==> config.mk <==
export PLATFORM = sky130hd
export DESIGN_NAME = bwt_block_engine
export DESIGN_NICKNAME = d
export VERILOG_FILES = /design/src/rtl/bwt_block_engine.sv
export SDC_FILE = /design/constraint.sdc
export NUM_CORES = 1
export LEC_CHECK = 0
export CAP_MARGIN = 25
export CORE_ASPECT_RATIO = 1.25
export CORE_MARGIN = 2
export CORE_UTILIZATION = 45
export DETAILED_ROUTE_END_ITERATION = 16
export DONT_BUFFER_PORTS = 1
export RECOVER_POWER = 25
export SLEW_MARGIN = 20
export SYNTH_ARGS = -nofsm -noshare
export SYNTH_HDL_FRONTEND = slang
export SYNTH_SLANG_ARGS = --single-unit
==> constraint.sdc <==
create_clock -name clk -period 5.6 [get_ports clk]
set_input_delay 1.4 -clock clk [delete_from_list [all_inputs] [get_ports clk]]
set_output_delay 1.4 -clock clk [all_outputs]
set_load 0.02 [all_outputs]
==> src/rtl/bwt_block_engine.sv <==
// bwt_block_engine: forward Burrows-Wheeler transform over a runtime-length block,
// ranking every cyclic rotation with a sequential symbol-by-symbol comparator.
module bwt_block_engine #(
    parameter int N  = 8,
    parameter int W  = 8,
    parameter int LW = $clog2(N)
) (
    input  logic          clk,
    input  logic          rst,
    input  logic          in_valid,
    output logic          in_ready,
    input  logic [W-1:0]  in_data,
    input  logic          in_last,
    output logic          out_valid,
    input  logic          out_ready,
    output logic [W-1:0]  out_data,
    output logic          out_last,
    output logic [LW-1:0] primary_idx,
    output logic [LW:0]   blk_len,
    output logic          busy
);
    typedef enum logic [1:0] {LOAD, RANK, EMIT} state_t;
    state_t state, state_nx;
    logic [W-1:0] s [N];
    logic [W-1:0] bwt [N];
    logic [LW:0] count, len;
    logic [LW-1:0] i, j, k, pa, pb, rank, rank_nx, e, last, prev;
    logic hs_in, blk_end, same, eq_sym, k_last, end_cmp, rank_inc, i_done, j_last;

    assign last     = LW'(len - 1'b1);
    assign hs_in    = in_valid && in_ready;
    assign blk_end  = hs_in && (in_last || count == (LW+1)'(N - 1));
    assign same     = (i == j);
    assign eq_sym   = (s[pa] == s[pb]);
    assign k_last   = (k == last);
    assign end_cmp  = same || !eq_sym || k_last;
    // Equal rotations are ordered by index so the ranks always form a permutation
    assign rank_inc = !same && ((s[pb] < s[pa]) || (eq_sym && k_last && (j < i)));
    assign rank_nx  = rank + LW'(rank_inc);
    assign prev     = (i == '0) ? last : i - 1'b1;
    assign j_last   = (j == last);
    assign i_done   = (state == RANK) && end_cmp && j_last;

    assign in_ready  = (state == LOAD);
    assign out_valid = (state == EMIT);
    assign out_data  = out_valid ? bwt[e] : '0;
    assign out_last  = out_valid && (e == last);
    assign busy      = !(state == LOAD && count == '0);

    always_ff @(posedge clk or negedge rst)
        if (!rst) state <= LOAD;
        else      state <= state_nx;

    always_comb begin
        state_nx = state;
        case (state)
            LOAD:    state_nx = blk_end ? RANK : LOAD;
            RANK:    state_nx = (i_done && i == last) ? EMIT : RANK;
            EMIT:    state_nx = (out_ready && e == last) ? LOAD : EMIT;
            default: state_nx = LOAD;
        endcase
    end

    always_ff @(posedge clk) begin
        if (hs_in) s[count[LW-1:0]] <= in_data;
        if (i_done) bwt[rank_nx] <= s[prev];
    end

    always_ff @(posedge clk or negedge rst) begin
        if (!rst) begin
            count       <= '0;
            len         <= '0;
            i           <= '0;
            j           <= '0;
            k           <= '0;
            pa          <= '0;
            pb          <= '0;
            rank        <= '0;
            e           <= '0;
            primary_idx <= '0;
            blk_len     <= '0;
        end else begin
            case (state)
                LOAD: if (hs_in) begin
                    count <= count + 1'b1;
                    if (blk_end) begin
                        len  <= count + 1'b1;
                        i    <= '0;
                        j    <= '0;
                        k    <= '0;
                        pa   <= '0;
                        pb   <= '0;
                        rank <= '0;
                    end
                end
                RANK: if (end_cmp) begin
                    k <= '0;
                    if (j_last) begin
                        rank <= '0;
                        i    <= i + 1'b1;
                        j    <= '0;
                        pa   <= i + 1'b1;
                        pb   <= '0;
                        if (i == '0) primary_idx <= rank_nx;
                        if (i == last) begin
                            blk_len <= len;
                            e       <= '0;
                        end
                    end else begin
                        rank <= rank_nx;
                        j    <= j + 1'b1;
                        pa   <= i;
                        pb   <= j + 1'b1;
                    end
                end else begin
                    k  <= k + 1'b1;
                    pa <= (pa == last) ? '0 : pa + 1'b1;
                    pb <= (pb == last) ? '0 : pb + 1'b1;
                end
                EMIT: if (out_ready) begin
                    if (e == last) count <= '0;
                    else           e <= e + 1'b1;
                end
                default: ;
            endcase
        end
    end
endmodule
=== Word-level counts from Yosys, hierarchy flattened ===
Memories as Yosys holds them, arrays and structs flattened.
Index checks and enable logic that the tools add are counted.

* Register bits after elaboration: 38
* Bits in latches: 0
* RAM bits: 128
* ROM bits: 0
* Bits of input ports: 13
* Output and inout port bits: 19
* Word-level logic and storage cells: 115
* Memories kept: 2

{| class="wikitable"
|+ Memories
! memory !! depth !! bits a word !! rd ports !! clocked after memory_dff !! write ports !! line !! RTL
|-
| bwt || 8 || 8 || 1 || 0 || 1 || 25 || <nowiki>logic [W-1:0] bwt [N];</nowiki>
|-
| s || 8 || 8 || 3 || 0 || 1 || 24 || <nowiki>logic [W-1:0] s [N];</nowiki>
|}

* Add/sub/neg operators: 10
* $mul: 0
* Divide/modulo/power cells: 0
* $lt $le $gt $ge: 2
* Equal/unequal tests: 19
* Shift operators: 0
* Multiplexer cells: 39
* Bitwise operators: 0
* Reduce and logical (&&, ||, !) cells: 31

{| class="wikitable"
|+ Operator list
! cell !! number
|-
| two-way mux 3 bit || 19
|-
| one-hot mux 3 bit (2 select lines) || 7
|-
| equality test 3 bit || 7
|-
| adder 3 x 1 -> 3 bit, second input constant || 6
|-
| AND reduction 4 bit || 4
|-
| two-way mux 4 bit || 3
|-
| logical AND 1 bit || 11
|-
| != test 2 x 1 -> 1 bit, second input constant || 5
|-
| equality test 8 bit || 1
|-
| < comparator 8 bit || 1
|-
| two-way mux 8 bit || 1
|-
| one-hot mux 4 bit (2 select lines) || 1
|-
| != test 2 bit, second input constant || 3
|-
| one-hot mux 2 bit (3 select lines) || 1
|-
| AND reduction 3 bit || 2
|-
| AND reduction 6 bit || 1
|-
| nonzero test 2 bit || 3
|-
| subtractor 3 x 1 -> 3 bit, second input constant || 2
|-
| two-way mux 1 bit || 5
|-
| adder 4 x 1 -> 4 bit, second input constant || 1
|-
| equality test 4 x 3 -> 1 bit, second input constant || 1
|-
| zero test 4 bit || 1
|-
| logical OR 1 bit || 4
|-
| two-way mux 2 bit || 2
|-
| other kinds (7) || 9
|}

=== Depth between registers and ports, before layout ===
* Depth in word-level cells: 10
* Gate-level depth with buffers: 16
* Mapped depth without buffers: 14

=== Worst setup path after synthesis ===
Ideal clock, no wire load.

* Kind: reg-to-reg
* From: register pb[0]
* To: memory bwt[6][0], enable pin
* Library setup time: 0.385 ns
* Arrival time: 4.209 ns
* Data required time: 5.215 ns
* Setup slack: 1.006 ns
* Stages on the path, launching flop included: 14
* Buffers on the path: 2
* Period minus slack after synthesis: 4.594 ns
* Cells stage by stage: dfrtp_1 > buf_2 > buf_2 > mux4_2 > mux2_2 > ha_1 > nand4_1 > or3_1 > o41ai_1 > ha_1 > ha_1 > xor2_1 > nand3_1 > nor3b_1

* Word-level cells in the longest chain between the ends: 9
* Elaborated cells on any way between the ends: 15
* Classes of those cells: add/sub (1); order compare (1); eq/ne (1); mux (2); reduce/logical (9); memory (1)

{| class="wikitable"
|+ Ends and longest elaborated chain
! what !! line !! RTL
|-
| from (decl) || 27 || <nowiki>logic [LW-1:0] i, j, k, pa, pb, rank, rank_nx, e, last, prev;</nowiki>
|-
| from (signal assigned) || 113 || <nowiki>pb <= j + 1'b1;</nowiki>
|-
| from (signal assigned) || 118 || <nowiki>pb <= (pb == last) ? '0 : pb + 1'b1;</nowiki>
|-
| memory (8 x 8 bit) * || -- ||
|-
| branches (longest 8 deep; another with < comparator 8 bit) || -- ||
|-
| to (decl) || 25 ||
|}

Every way passes the cells marked *.

=== Worst setup path in the final report ===
* From: register pb[0]
* To: memory bwt[7][2], enable pin

The elaborated chain is that of the path after synthesis.

==> results.yml <==
global_routing:
  grt_use_met2_pct: 33.3
  grt_pass1_vias: 4933
  grt_pass1_wl_microns: 27800
  met3_usage_pct: 4.08
  grt_max_degree: 39
  top_usage_layer: "met2"
  antenna_found_initial: 0
  track_usage_pct: 18.9
  met1_usage_pct: 22.1
  grt_overflow: 0
place:
  gp_congestion: 0.847
  hpwlAfterDp_microns: 12800
  io_buffers: 0
  place_ws_ps: 709
cells_and_area:
  diodes: 0
  fin_util_pct: 50.2
  area_growth_pct: 10.4
  fillers: 1570
  nets: 585
  drive_gt1_share_pct: 26.8
clock_tree:
  clk_path_buf_depth: 2
  cts_buffers: 17
  cts_setup_buffers: 0
  hold_buffers: 0
  cts_tree: "done"
  insertion_delay_ps: 430
  root_buffer: "clkbuf_16"
  cts_sinks: 166
  post_cts_resized: 0
  clkSlewWorstSetupHoldPaths_ps: 60
  htreeDepth: 4
floorplan:
  die-area_sq_um: 20000
  fp-row-count: 56
  fp.dieW_microns: 127
  coreArea_sq_um: 18600
  ioPinCount: 32
  die_h_microns: 157
  floorplan.initialDensity_pct: 45.5
detailed_routing:
  wl_per_cell_microns: 22.2
  vias: 4676
  drt_iter0_drc: 341
  first_pass_iters: 5
  drc_errors: 0
  vias_per_cell: 5.90
  drtAntennaViolNets: 0
  wl_microns: 17600
yosys:
  synth_nets: 580
  synth-seq-area-share_pct: 56.5
  synth_top_area_share_pct: 45.3
  syn-cell-area_sq_um: 8480
  synthCells: 542
  yosys_warnings: 0
  yosysUniqueCellTypes: 58
  ys_seq_elements: 166
  synth_edf_count: 128
  ys_async_sr_fraction_pct: 22.9
  synth_largest_area_cell: "edfxtp_1"
  syn_avg_cell_area_sq_um: 15.6
  synthFlopType: "edfxtp_1"
  synthTopCellsByArea: "edfxtp_1, mux4_2, dfrtp_1"
timing:
  max_freq_ghz: 0.205
  tightest_slew_ps: 1010
  finalSetupViolCount: 0
  rsz0062_at_grt: "false"
  fin_ws_ps: 727
  fin_worst_skew_ps: 9.35
  final_hold_viol_count: 0
  final.min_clock_period_ps: 4870
  fin_tns_setup_ps: 0
  post-route-period-util_pct: 87.0
  drv_slew: 0
  maxSlewHeadroom_pct: 32.3
pwr:
  leakage_uw: 0.00322
  switching_power_uw: 1820
  power.internal_uw: 3410
  ir_worst_vdd_uv: 263
  clockPowerShare_pct: 22.3
  switching_share_pct: 34.8
  power_frac_comb_pct: 40.4
  power.share.sequential_pct: 37.3
  power_density_nw_per_um2: 559
worst_setup_path:
  cp-end-kind: "flop"
  worst-r2r-cell-count: 12
  cp.arrival_ps: 4930
  critPathMostFrequentCell: "ha_1"
  r2r_setup_slack_ps: 730
  crit_fanout: 11
  path_cells: "buf_4, mux4_2, mux2_2, ha_1, nand4_1, or3_1, o41ai_1, ha_1, ha_1, xor2_1, nand3_1, nor2_1"
  crit_type: "flop to flop"
  crit_path_max_incr_delay_ps: 680
  critPathBufInv: 1
  crit_family: "simple AND/OR/NAND/NOR gates"
  start_kind: "flop"
  worstReg2RegEnd: "bwt[7][2]$_DFFE_PP_"
  crit_cells: 12
  worstPathRequired_ps: 5650
  r2r_start: "pb[0]$_DFFE_PN0P_"
  slowest_stage: "dfrtp_1"
run_status:
  status: "complete, no violations"
worst_hold_path:
  hp-start: "rank[0]$_DFFE_PN0P_"
  holdPathStages: 2
  worstHoldPathType: "flop to flop"
  hold_end: "rank[0]$_DFFE_PN0P_"
run:
  max_cap_viol_count: 0
[power by group through the flow]
| stage | registers [uW] | logic (uW) | clock network [uW] |
|---|---|---|---|
| 4_1_cts | 1960 | 2130 | 1190 |
| 6_report | 1950 | 2120 | 1170 |
| 3_5_place_dp | 1990 | 2110 | 0 |
| 5_1_grt | 1990 | 2340 | 1240 |
| 3_3_place_gp | 1970 | 2050 | 0 |
| 2_1_floorplan | 1810 | 1750 | 0 |
[layout make-up]
cell class | instances | area [sq um] | share of cell area (%)
flip-flops and latches | 166 | 4790 | 51.2
clock buffers | 20 | 437 | 4.66
multi-input cells | 334 | 3510 | 37.5
inverters | 12 | 45.0 | 0.481
clock inverters | 12 | 153 | 1.63
well taps | 232 | 290 | 3.10
repair buffers | 16 | 135 | 1.44
[cells in the final DEF, fill, tap and decap left out, types with 2 or more instances in the layout]
cell and n:
edfxtp_1 128, mux4_2 64, dfrtp_1 38, nand2_1 34, nor2_1 27, o21ai_0 26
ha_1 25, mux2_2 24, mux2i_1 20, clkbuf_16 17, xnor2_1 13, buf_4 13
inv_1 10, nand3_1 10, xor2_1 9, nor3_1 8, nand2b_1 7, a21oi_1 7
nor3b_1 6, nor2b_1 4, o211ai_1 4, clkinvlp_4 4, bufinv_16 3, clkbuf_1 3
clkinv_2 3, inv_2 2, nand4_1 2, and3_1 2, o21ai_2 2, o21ai_1 2
and2_1 2, nor3_2 2, nor2_2 2, nor4b_1 2, o2bb2ai_1 2, nor4_1 2
a32o_1 2, buf_6 2
[stage by stage]
stage / hold slack (ps) / power (uW) / instances / area (sq um)
after global routing: 549 / 5570 / 792 / 9370
after global placement: 483 / 4030 / 754 / 8710
after CTS: 510 / 5280 / 790 / 9340
final: 506 / 5240 / 792 / 9370
after floorplan: 444 / 3560 / 542 / 8480
after detailed placement: 496 / 4100 / 758 / 8750
[per-layer routing]
layer / vias up / share of wire [%]
met2: 127 / 52
met1: 2377 / 39
met5: - / 0
met4: 0 / 3.4
li1: 2136 / -
met3: 36 / 4.8
[how the worst max path moves through the flow]
| stage | from | endpoint | slack, ps |
|---|---|---|---|
| final | pb[0]$_DFFE_PN0P_ | bwt[7][2]$_DFFE_PP_ | 730 |
| after global routing | pb[0]$_DFFE_PN0P_ | bwt[7][2]$_DFFE_PP_ | 310 |
| after CTS | pb[0]$_DFFE_PN0P_ | bwt[7][2]$_DFFE_PP_ | 670 |
| after detailed placement | pb[0]$_DFFE_PN0P_ | bwt[7][4]$_DFFE_PP_ | 710 |
| after global placement | pb[0]$_DFFE_PN0P_ | bwt[7][4]$_DFFE_PP_ | 920 |
| after floorplan | pb[0]$_DFFE_PN0P_ | bwt[6][0]$_DFFE_PP_ | 1010 |
[cells in the mapped netlist, types with 3 or more instances]
cell type and count:
a21oi_1 7, buf_1 3, buf_2 10, clkbuf_1 13, dfrtp_1 38, edfxtp_1 128
ha_1 25, inv_1 10, mux2_2 24, mux2i_1 20, mux4_2 64, nand2_1 34
nand2b_1 7, nand3_1 10, nor2_1 29, nor2b_1 4, nor3_1 10, nor3b_1 6
o211ai_1 4, o21ai_0 27, xnor2_1 13, xor2_1 9
[registers in the layout (all words and copies together), names as in the netlist]
signal,cells
blk_len,4
pb,3
pa,3
j,3
e,3
i,3
rank,3
bwt,64
primary_idx,3
count,4
k,3
s,64
state,2
len,4
[worst register-to-register path, cell delays in order (launching register included)]
cell	delay, ps
dfrtp_1	680
buf_4	340
mux4_2	540
mux2_2	280
ha_1	300
nand4_1	180
or3_1	380
o41ai_1	330
ha_1	240
ha_1	210
xor2_1	210
nand3_1	180
nor2_1	630
[cell families after synthesis]
family	Yosys count	synth area share, %
AO/OA/AOI/OAI	54	3.88
multiplexers	109	22.8
XOR/XNOR	26	3.45
AND/OR/NAND/NOR	120	7.35
buffers and inverters	42	2.27
adder cells (fa/ha/maj)	25	3.69
flip-flops	166	56.5
No activity file was read; power rests on OpenSTA's default activity.
